## src/rtl/btn_filter_scheduler.sv

```systemverilog
// ---------------------------------------------------------------------------
// btn_filter_scheduler
//
// Purpose:
//   Debounces NUM_BUTTONS raw push-button inputs using one shared delay
//   counter. Each raw input passes through a two-flop synchronizer. A button
//   is a candidate for filtering while its synchronized level differs from
//   its accepted (filtered) level. A round-robin scheduler grants the shared
//   counter to one candidate at a time. The granted button's filtered level
//   flips only after the new level has held for FILTER_CYCLES clocks.
//   Each flip produces a one-cycle press or release pulse.
//
// Ports:
//   clockSource  - system clock; all logic is on the rising edge
//   reset        - synchronous, active-high reset
//   rawButtons   - asynchronous raw button levels
//   buttonState  - filtered stable levels
//   pressPulse   - one-cycle pulse on a 0->1 change of buttonState
//   releasePulse - one-cycle pulse on a 1->0 change of buttonState
//   busy         - high while the shared counter is granted
//   activeIndex  - index of the granted button; holds its value when idle
//
// Parameters:
//   NUM_BUTTONS   - number of button inputs (2..16)
//   FILTER_CYCLES - clocks a new level must hold before it is accepted (>=2)
//   CNT_WIDTH     - shared counter width, 2**CNT_WIDTH >= FILTER_CYCLES
//   IDX_WIDTH     - button index width,   2**IDX_WIDTH >= NUM_BUTTONS
// ---------------------------------------------------------------------------
module btn_filter_scheduler #(
  parameter int NUM_BUTTONS   = 4,
  parameter int FILTER_CYCLES = 10000,
  parameter int CNT_WIDTH     = 14,
  parameter int IDX_WIDTH     = 2
) (
  input  logic                   clockSource,
  input  logic                   reset,
  input  logic [NUM_BUTTONS-1:0] rawButtons,
  output logic [NUM_BUTTONS-1:0] buttonState,
  output logic [NUM_BUTTONS-1:0] pressPulse,
  output logic [NUM_BUTTONS-1:0] releasePulse,
  output logic                   busy,
  output logic [IDX_WIDTH-1:0]   activeIndex
);

  typedef enum logic [1:0] {
    IDLE   = 2'd0,
    TIMING = 2'd1,
    COMMIT = 2'd2
  } schedStateT;

  // Terminal count of the shared counter and the highest legal button index.
  localparam logic [CNT_WIDTH-1:0] CountLast = CNT_WIDTH'(FILTER_CYCLES - 1);
  localparam logic [IDX_WIDTH-1:0] LastIndex = IDX_WIDTH'(NUM_BUTTONS - 1);

  // Synchronizer stages
  logic [NUM_BUTTONS-1:0] r_syncMeta;
  logic [NUM_BUTTONS-1:0] r_syncBtn;

  // Scheduler / filter state
  schedStateT             r_state;
  logic [CNT_WIDTH-1:0]   r_count;
  logic [IDX_WIDTH-1:0]   r_rrPtr;
  logic [IDX_WIDTH-1:0]   r_activeIndex;
  logic                   r_busy;
  logic [NUM_BUTTONS-1:0] r_buttonState;
  logic [NUM_BUTTONS-1:0] r_pressPulse;
  logic [NUM_BUTTONS-1:0] r_releasePulse;

  // Combinational helpers
  logic [NUM_BUTTONS-1:0] w_mismatch;
  logic                   w_found;
  logic [IDX_WIDTH-1:0]   w_grantIdx;
  logic [IDX_WIDTH-1:0]   w_candIdx;
  logic [IDX_WIDTH-1:0]   w_nextPtr;
  logic [NUM_BUTTONS-1:0] w_activeOneHot;
  logic                   w_activeStable;

  // Two-flop synchronizer. Only r_syncBtn is used for decisions; r_syncMeta
  // absorbs metastability from the asynchronous pins.
  always_ff @(posedge clockSource) begin
    if (reset) begin
      r_syncMeta <= '0;
      r_syncBtn  <= '0;
    end else begin
      r_syncMeta <= rawButtons;
      r_syncBtn  <= r_syncMeta;
    end
  end

  // A set bit means the synchronized level disagrees with the accepted level.
  // That button needs a turn on the shared counter.
  assign w_mismatch = r_syncBtn ^ r_buttonState;

  // Round-robin pick: walk the indices starting at r_rrPtr and wrap at
  // NUM_BUTTONS. The first mismatched button wins. The candidate index
  // advances with an explicit wrap, so NUM_BUTTONS need not be a power of two.
  always_comb begin
    w_found    = 1'b0;
    w_grantIdx = '0;
    w_candIdx  = r_rrPtr;
    for (int offset = 0; offset < NUM_BUTTONS; offset++) begin
      if (!w_found && w_mismatch[w_candIdx]) begin
        w_found    = 1'b1;
        w_grantIdx = w_candIdx;
      end
      w_candIdx = (w_candIdx == LastIndex) ? '0 : w_candIdx + 1'b1;
    end
  end

  // The pointer moves just past the button that last held the counter.
  // This rotation is what keeps every button from being starved.
  assign w_nextPtr = (r_activeIndex == LastIndex) ? '0 : r_activeIndex + 1'b1;

  // One-hot mask of the granted button, used for the commit flip and pulses.
  assign w_activeOneHot = NUM_BUTTONS'(1) << r_activeIndex;

  // True when the granted button's input has fallen back to its accepted
  // level, which means it bounced and its timing must be abandoned.
  assign w_activeStable = (r_syncBtn[r_activeIndex] == r_buttonState[r_activeIndex]);

  // Scheduler FSM with registered outputs.
  // IDLE grants the counter to a mismatched button. TIMING counts while the
  // new level holds and aborts on a bounce. COMMIT flips the accepted level
  // and fires the matching pulse on the same edge. Pulses default low every
  // cycle, so each pulse lasts exactly one clock. Reset overrides any state,
  // so an operation cut short by reset never produces a pulse.
  always_ff @(posedge clockSource) begin
    if (reset) begin
      r_state        <= IDLE;
      r_count        <= '0;
      r_rrPtr        <= '0;
      r_activeIndex  <= '0;
      r_busy         <= 1'b0;
      r_buttonState  <= '0;
      r_pressPulse   <= '0;
      r_releasePulse <= '0;
    end else begin
      r_pressPulse   <= '0;
      r_releasePulse <= '0;
      case (r_state)
        IDLE: begin
          if (w_found) begin
            r_activeIndex <= w_grantIdx;
            r_count       <= '0;
            r_state       <= TIMING;
            r_busy        <= 1'b1;
          end
        end
        TIMING: begin
          if (w_activeStable) begin
            r_rrPtr <= w_nextPtr;
            r_state <= IDLE;
            r_busy  <= 1'b0;
          end else if (r_count == CountLast) begin
            r_state <= COMMIT;
          end else begin
            r_count <= r_count + 1'b1;
          end
        end
        COMMIT: begin
          r_buttonState  <= r_buttonState ^ w_activeOneHot;
          r_pressPulse   <= w_activeOneHot & ~r_buttonState;
          r_releasePulse <= w_activeOneHot & r_buttonState;
          r_rrPtr        <= w_nextPtr;
          r_state        <= IDLE;
          r_busy         <= 1'b0;
        end
        default: begin
          r_state <= IDLE;
          r_busy  <= 1'b0;
        end
      endcase
    end
  end

  assign buttonState  = r_buttonState;
  assign pressPulse   = r_pressPulse;
  assign releasePulse = r_releasePulse;
  assign busy         = r_busy;
  assign activeIndex  = r_activeIndex;

endmodule
```

## config.mk

```make
export PLATFORM = sky130hd
export DESIGN_NAME = btn_filter_scheduler
export DESIGN_NICKNAME = d
export VERILOG_FILES = /design/src/rtl/btn_filter_scheduler.sv
export SDC_FILE = /design/constraint.sdc
export NUM_CORES = 1
export LEC_CHECK = 0
export CAP_MARGIN = 15
export CORE_MARGIN = 2
export CORE_UTILIZATION = 56
export DETAILED_ROUTE_END_ITERATION = 16
export GPL_TIMING_DRIVEN = 0
export PLACE_DENSITY = 0.78
export SYNTH_ARGS = -nofsm -noshare
export SYNTH_HDL_FRONTEND = slang
export SYNTH_SLANG_ARGS = --single-unit
```

## constraint.sdc

```tcl
create_clock -name clockSource -period 3 [get_ports clockSource]
set_input_delay 0.75 -clock clockSource [delete_from_list [all_inputs] [get_ports clockSource]]
set_output_delay 0.75 -clock clockSource [all_outputs]
set_load 0.05 [all_outputs]
```

==> results of run 1 <==
layout by cell type, fill, tap and decap left out, types with 7 or more instances in the layout:
cell,netlist,layout
sky130_fd_sc_hd__xor2_1,13,13
sky130_fd_sc_hd__nand2_1,11,11
sky130_fd_sc_hd__nor2b_1,8,8
sky130_fd_sc_hd__a211oi_1,9,9
sky130_fd_sc_hd__ha_1,14,14
sky130_fd_sc_hd__inv_1,7,7
sky130_fd_sc_hd__nor3_1,7,7
sky130_fd_sc_hd__clkdlybuf4s50_1,0,20
sky130_fd_sc_hd__and2_1,10,10
sky130_fd_sc_hd__a21oi_1,9,9
sky130_fd_sc_hd__nor2_1,28,28
sky130_fd_sc_hd__dfxtp_1,41,41
area by class of cell:
cell class	instances	area share [%]
buffer	7	2.02
clock buffer	5	2.85
clock inverter	3	0.932
inverter	7	1.09
multi-input combinational	167	48.4
sequential	41	34.0
tap	48	2.49
timing repair buffer	20	8.29
critical path, cell delays in order, from the launching register on:
cell	delay (ns)
sky130_fd_sc_hd__dfxtp_1	0.37
sky130_fd_sc_hd__ha_1	0.23
sky130_fd_sc_hd__nor2_1	0.54
sky130_fd_sc_hd__nor3_1	0.10
sky130_fd_sc_hd__or4_1	0.53
sky130_fd_sc_hd__buf_2	0.18
sky130_fd_sc_hd__o21ai_4	0.26
sky130_fd_sc_hd__nand2b_1	0.08
sky130_fd_sc_hd__buf_2	0.19
sky130_fd_sc_hd__nor2_1	0.12
worst paths after layout:
path	end	startpoint	slack, ns	cells after the start
worst min-delay path	r_syncBtn[2]	r_syncMeta[2]	0.44	1
worst max register to register	r_count[4]	r_rrPtr[1]	0.34	9
worst min register to register	r_syncBtn[2]	r_syncMeta[2]	0.44	1
worst max-delay path	r_count[4]	r_rrPtr[1]	0.34	9
kinds of logic after synthesis:
logic type / share of synthesized area (%)
simple gates: 23.9
flops: 39.8
compound gates: 12.4
xor+xnor: 7.64
buf+inv: 3.64
fa+ha+maj: 8.48
mux: 4.12
power breakdown:
part,switching [mW],internal [mW],total [mW]
clock,0.199,0.163,0.362
combinational,0.368,0.246,0.614
sequential,0.0344,0.582,0.616
total,0.602,0.990,1.59
layer usage:
layer	up-vias	global-route usage [%]	part of all wire [%]
li1	835	-	-
met1	786	24.7	42
met2	36	39.7	52
met3	11	6.60	3.7
met4	0	9.57	2.8
met5	-	0	0
through the flow:
stage	hold WS (ns)	util [%]	power [mW]	worst slack [ns]
after global placement	0.423	64.5	1.23	0.429
final	0.436	67.0	1.59	0.343
after global routing	0.464	67.0	1.70	0.164
after CTS	0.436	67.0	1.60	0.383
after floorplan	0.414	-	1.10	0.357
after detailed placement	0.422	64.5	1.24	0.403
synthesized netlist by cell type:
cell type	n	area share, %
sky130_fd_sc_hd__nor4_2	1	0.61
sky130_fd_sc_hd__mux4_2	2	2.2
sky130_fd_sc_hd__buf_6	2	1.1
sky130_fd_sc_hd__and2b_1	1	0.36
sky130_fd_sc_hd__nor4_1	2	0.61
sky130_fd_sc_hd__nor2_1	28	5.1
sky130_fd_sc_hd__and3_1	5	1.5
sky130_fd_sc_hd__or3b_2	1	0.42
sky130_fd_sc_hd__nand3_1	5	1.2
sky130_fd_sc_hd__mux2i_1	4	1.9
sky130_fd_sc_hd__a311oi_1	1	0.42
sky130_fd_sc_hd__ha_1	14	8.5
sky130_fd_sc_hd__buf_2	3	0.73
sky130_fd_sc_hd__xor2_1	13	5.5
sky130_fd_sc_hd__nor3_1	7	1.7
sky130_fd_sc_hd__and4_1	1	0.42
sky130_fd_sc_hd__nor4b_1	1	0.42
sky130_fd_sc_hd__nand3b_1	1	0.36
sky130_fd_sc_hd__clkbuf_1	1	0.18
sky130_fd_sc_hd__nand4_1	5	1.5
sky130_fd_sc_hd__xnor2_1	5	2.1
sky130_fd_sc_hd__a21oi_1	9	2.2
sky130_fd_sc_hd__and2_1	10	3.0
sky130_fd_sc_hd__buf_4	1	0.36
sky130_fd_sc_hd__o31ai_1	1	0.36
sky130_fd_sc_hd__o21ai_4	1	0.79
sky130_fd_sc_hd__o21a_1	1	0.36
sky130_fd_sc_hd__o32a_2	1	0.55
sky130_fd_sc_hd__nand2b_1	2	0.61
sky130_fd_sc_hd__o21ai_0	5	1.2
sky130_fd_sc_hd__inv_1	7	1.3
sky130_fd_sc_hd__o22ai_1	2	0.61
sky130_fd_sc_hd__nor4bb_1	1	0.48
sky130_fd_sc_hd__or3_1	1	0.30
sky130_fd_sc_hd__a211o_1	1	0.42
sky130_fd_sc_hd__o41ai_2	1	0.79
sky130_fd_sc_hd__nor2b_1	8	2.4
sky130_fd_sc_hd__or4_1	1	0.36
sky130_fd_sc_hd__a31oi_1	2	0.61
sky130_fd_sc_hd__a211oi_1	9	3.3
sky130_fd_sc_hd__nor3_2	1	0.48
sky130_fd_sc_hd__nand2_1	11	2.0
sky130_fd_sc_hd__dfxtp_1	41	40
sky130_fd_sc_hd__a221oi_1	2	0.85
state kept, by name, indices dropped and copies added (netlist names):
| name | count |
|---|---|
| releasePulse | 4 |
| buttonState | 4 |
| r_syncMeta | 4 |
| r_rrPtr | 2 |
| r_state | 2 |
| busy | 1 |
| activeIndex | 2 |
| r_count | 14 |
| pressPulse | 4 |
| r_syncBtn | 4 |
==> results.txt, run 1 <==
The run finished with clean final reports. The clock reaches the later pin of the worst-skew pair after ~0.3 ns. The number of nets with antenna violations after detailed routing came out at 0. The shortest clock period the worst path allows after layout came out at about 2.7 ns. The CTS tree is built. At the worst endpoint, the arrival time is 2.89 ns.

The path category of the worst min-delay check is register to register. The detailed-route wire length came out at ~4100 um. The maximum clock rate is about 380 MHz. The number of buffers inserted during clock tree synthesis came out at 5. Between clock sinks in the finished design, the worst skew comes to ~0.0068 ns. Across the whole layout, storage elements account for approximately 820 um2.

The sum of overflow across all layers after global routing is 0. After floorplanning, the core was sized to cover 0.00361 mm2. The standby leakage power is 0.929 nW. The worst path required time came out at roughly 3.2 ns. The number of gates resized after CTS was 0. The number of antenna diodes in the final layout is 0. Once the floorplan was initialized, standard cells occupied 57.3% of the core. The final worst-path cycle share is between 80% and 90%. The maximum root-to-sink buffer count is 2. The post-detailed-placement cell area came out at between 0.002 and 0.0025 mm2. The Yosys step of the flow raised 0 warnings. The I/O pin count came out at 21. The wire length of the first global-routing pass came out at between 7000 and 8000 um. After detailed routing, the average wire length per cell comes to about 14 um. The HPWL reported at the end of detailed placement is a little under 3000 um.

After clock tree synthesis, the flow added hold-fix buffers numbering 0. The row count is 22. Compared with the post-synthesis result, the final layout area differs by 17.0%. Averaged over all synthesized cells, the footprint is 9.30 um2.

The clock transition at the register clock pins on the worst setup and hold paths after CTS came out at roughly 0.08 ns. For this design the ratio of total power to cell area is 659 mW/mm2. The average vias per placed instance came out at 5.60. The x dimension of the die came out at 64.7 um. The number of unique standard cell types used by synthesis is between 40 and 50. The number of antenna violations at the first check in global routing is 0.

The die extent in y is about 65 um. After the first detailed-routing iteration, the DRC count stood at 80. The final design area excluding fillers came out at approximately 0.0024 mm2.

The area of the mapped netlist came out at 0.00206 mm2. The via count of the first global-routing pass is between 1500 and 2000. In this run the post-CTS setup repair buffer count came out at 0.

The count of max-cap constraint violations is 0. The cell count after synthesis came out at approximately 220. The post-synth net total is 242. The number of buffer cells added on primary ports came out at 20. STA classifies the critical path endpoint as a register. The full die area came out at ~0.0042 mm2. STA classifies the critical path startpoint as a register. The number of H-tree levels is 2. The number of synthesized register bits is roughly 40. In this run the worst path has a maximum fanout of 10. The number of non-filler instances in the completed layout came out at 298.

In the final layout, the multi-input gates occupy approximately 0.0012 mm2. The pre-antenna-repair detailed-routing pass consisted of 4 iterations. Counting tap cells, the placed design contains a total of 290 instances. The clock net sink count is between 40 and 50.

Setup total negative slack on the finished layout was measured at 0 ns. The count of final hold-check violations came out at 0. Measured against its own limit, the worst slew margin works out to 50.5%. Of the cells placed in the final design, the portion with a size suffix greater than 1 is a little under 9%. The net count of the finished layout is between 200 and 300. Sequential cells were found to cover 39.8% of the synthesized design area. The worst vdd rail ir drop came out at ~370 uV. Summing over every cut layer, the via total after detailed routing is 1668. Global routing used between 20% and 30% of the available tracks. The number of inserted filler cells in the final layout came out at 300. The pin slew with the least headroom to its limit came out at 0.737 ns. The post-route DRC violation count is 0. Setup repair after global routing left no endpoint under its margin. The final weighted congestion in routability-driven placement came out at between 0.8 and 0.9. The path type of the worst setup path is register to register. The count of pins over their slew limit is 0.

The maximum number of pins on one net before global-route repair is 15. The clock tree root driver cell is sky130_fd_sc_hd__clkbuf_8. The final setup violation count is 0.
Power figures use the tool's default switching activity.
==> run 2: changes to the inputs <==
--- a/config.mk
+++ b/config.mk
@@ -14,3 +14,4 @@
 export SYNTH_ARGS = -nofsm -noshare
 export SYNTH_HDL_FRONTEND = slang
 export SYNTH_SLANG_ARGS = --single-unit
+export TNS_END_PERCENT = 20
==> results of run 2 <==
Same layout as run 1: the final DEF is identical, and so are final timing and power.
==> run 3: changes to the inputs <==
--- a/config.mk
+++ b/config.mk
@@ -7,10 +7,11 @@
 export LEC_CHECK = 0
 export CAP_MARGIN = 15
 export CORE_MARGIN = 2
-export CORE_UTILIZATION = 56
+export CORE_UTILIZATION = 58
+export CTS_BUF_LIST = sky130_fd_sc_hd__clkbuf_8
 export DETAILED_ROUTE_END_ITERATION = 16
 export GPL_TIMING_DRIVEN = 0
-export PLACE_DENSITY = 0.78
+export PLACE_DENSITY = 0.8
 export SYNTH_ARGS = -nofsm -noshare
 export SYNTH_HDL_FRONTEND = slang
 export SYNTH_SLANG_ARGS = --single-unit
==> run 3 against run 2 <==
  * Critical path depth unchanged
  * Global-route usage down 1.5 points
  * Core utilization grew 4.5 points
  * Register-to-register slack better by 0.06 ns
  * Maximum frequency grew 2.3%
  * Die area down 3.2%
  * Cell count down 0.67%
  * Sequential cell count stayed put
==> results.txt, run 3 (synthesis results as in run 1) <==
The multi-input logic area is 0.00117 mm2 (unchanged). The final worst-path cycle share is 86.5% (-2.0 points). The initial core utilization came to 60.9% (+3.7 points).

The standby leakage power is 0.946 nW (+1.9%). The post-route DRC violation count is 0 (unchanged). The worst setup path is launched from a register. The pre-CTS setup slack came out at 0.432 ns (+0.0283 ns). The I/O pin count is 21 (unchanged).

The total area of sequential cells was 821 um2 (unchanged). The clock transition at the register clock pins on the worst setup and hold paths after CTS is 0.07 ns (about the same). Setup repair after global routing left no endpoint under its margin. The worst hold slack came to 0.438 ns (+0.00139 ns).

The number of antenna violations at the first check in global routing is 0 (unchanged). The flow ran to the end, and the final reports show no timing, DRC or antenna violations. The final setup TNS was 0 ns (unchanged). The wire length of the first global-routing pass came to 6560 um (-8.3%).

The maximum number of pins on one net before global-route repair was 13 (-2). The total number of vias came to 1629 (-2.3%). In this run the worst hold path is classified as register to register. The maximum root-to-sink buffer count is 2 (unchanged). The shortest clock period the worst path allows after layout is 2.60 ns (-0.0609 ns).

The clock insertion delay at the later pin of the skew report was 0.29 ns (about the same). The iteration count of the initial detailed-routing pass came out at 4 (unchanged). The number of nets in the layout came to 269 (unchanged). The average wire per standard cell is 12.9 um (-5.3%). STA classifies the critical path endpoint as a register.

The critical path is of the register to register type. The peak fanout along the critical path was 10 (unchanged). The area of the placeable core came out at 0.00339 mm2 (-6.0%). The fraction of final layout cells with drive strength greater than 1 is 8.80% (unchanged). The number of setup buffers added after CTS came to 0 (unchanged).

The die extent in y came to 63.7 um (-1.6%). The number of buffers inserted during clock tree synthesis is 5 (unchanged). The HPWL reported at the end of detailed placement is 2780 um (-6.0%).

The average vias per placed instance was 5.50 (-1.7%). The final setup violation count is 0 (unchanged). The flip-flop count of the largest register after layout is 14 (unchanged). The sum of overflow across all layers after global routing is 0 (unchanged). The power per standard cell area came to 668 mW/mm2 (+1.4%). In the layout the commonest cells are 41 x sky130_fd_sc_hd__dfxtp_1, 28 x sky130_fd_sc_hd__nor2_1, 20 x sky130_fd_sc_hd__clkdlybuf4s50_1. The count of final hold-check violations is 0 (unchanged).

The utilization after layout came to 71.5% (+4.5 points). The final setup slack of the worst path is 0.404 ns (+0.0609 ns). The clock net sink count is 41 (unchanged). The clock skew came out at 0.00397 ns (-0.00281 ns). The reg-to-reg setup timing slack is 0.40 ns (+0.06 ns). The count of max-cap constraint violations came out at 0 (unchanged). The worst vdd rail ir drop came out at 436 uV (+18%). The number of nets with antenna violations after detailed routing came out at 0 (unchanged). The number of H-tree levels came out at 2 (unchanged). The count of inserted antenna diode cells came out at 0 (unchanged). The hold buffer count at cts is 0 (unchanged). TritonCTS built the clock tree. The via count of the first global-routing pass is 1426 (-9.9%). The post-cts resize count came out at 0 (unchanged). The endpoint arrival time on the critical path came out at 2.83 ns (-0.06 ns).

The final weighted congestion in routability-driven placement is 0.823 (+1.1%). The number of inserted filler cells in the final layout is 253 (-16%). The x dimension of the die was 63.7 um (-1.6%). The row count came out at 21 (-4.5%). The count of pins over their slew limit was 0 (unchanged). The worst path required time is 3.23 ns (about the same).

The maximum clock rate is 385 MHz (+2.3%). The number of buffer cells added on primary ports came out at 20 (unchanged). The first-iteration detailed-routing DRC count is 112 (+40%). The library cell used most frequently in the layout, excluding fill and tap cells, is sky130_fd_sc_hd__dfxtp_1. The total global-route track usage came out at 20.9% (-1.5 points). The pin slew with the least headroom to its limit is 0.761 ns (+0.0237 ns). The full die area is 0.00405 mm2 (-3.2%). In this run the clock root is driven by a sky130_fd_sc_hd__clkbuf_8. The headroom to the max-slew limit came to 48.9% (-1.6 points). The detailed-route wire length came to 3820 um (-5.9%). Ranked by flip-flop count, first place goes to r_count. The area growth from synthesis to layout is 17.4%.
run 3: changes by cell type in the layout (fill, tap and decap cells not counted):
cell,before,now
sky130_fd_sc_hd__clkinvlp_4,3,0
sky130_fd_sc_hd__clkbuf_8,5,7
sky130_fd_sc_hd__clkinv_2,0,1
run 3: stage by stage:
| stage | area, um2 | std cells | total power [mW] |
|---|---|---|---|
| 5_1_grt | 2420 | 296 | 1.72 |
| 4_1_cts | 2420 | 296 | 1.63 |
| 6_report | 2420 | 296 | 1.62 |
| 3_3_place_gp | 2320 | 288 | 1.23 |
| 3_5_place_dp | 2320 | 288 | 1.24 |
| 2_1_floorplan | 2060 | 222 | 1.10 |
run 3: worst paths after layout:
| kind | startpoint | end | cells after the start |
|---|---|---|---|
| min | r_syncMeta[2] | r_syncBtn[2] | 1 |
| max | r_rrPtr[1] | r_count[3] | 9 |
| max reg2reg | r_rrPtr[1] | r_count[3] | 9 |
| min reg2reg | r_syncMeta[2] | r_syncBtn[2] | 1 |
run 3: worst max-delay path, cell delays in order, from the launching register on:
cell	delay, ns
sky130_fd_sc_hd__dfxtp_1	0.37
sky130_fd_sc_hd__ha_1	0.24
sky130_fd_sc_hd__nor2_1	0.50
sky130_fd_sc_hd__nor3_1	0.10
sky130_fd_sc_hd__or4_1	0.53
sky130_fd_sc_hd__buf_2	0.18
sky130_fd_sc_hd__o21ai_4	0.25
sky130_fd_sc_hd__nand2b_1	0.08
sky130_fd_sc_hd__buf_2	0.19
sky130_fd_sc_hd__nor2_1	0.11
run 3: routing by layer:
layer	up-vias	global-route usage [%]	wire (um)
li1	838	-	-
met1	749	29.7	1930
met2	35	30.8	1650
met3	7	3.93	172
met4	0	8.97	62
met5	-	0	0
run 3: where the power goes:
group          switching (mW)  internal, mW  leakage [nW]
clock                   0.178         0.208        0.0542
sequential             0.0377         0.582         0.333
combinational           0.369         0.245         0.559
run 3: area by class of cell:
type                            instances  area share [%]
Clock inverter                          1           0.207
Timing Repair Buffer                   20            8.26
Tap cell                               46            2.37
Inverter                                7            1.08
Sequential cell                        41            33.9
Buffer                                  7            2.01
Multi-Input combinational cell        167            48.2
Clock buffer                            7            3.98
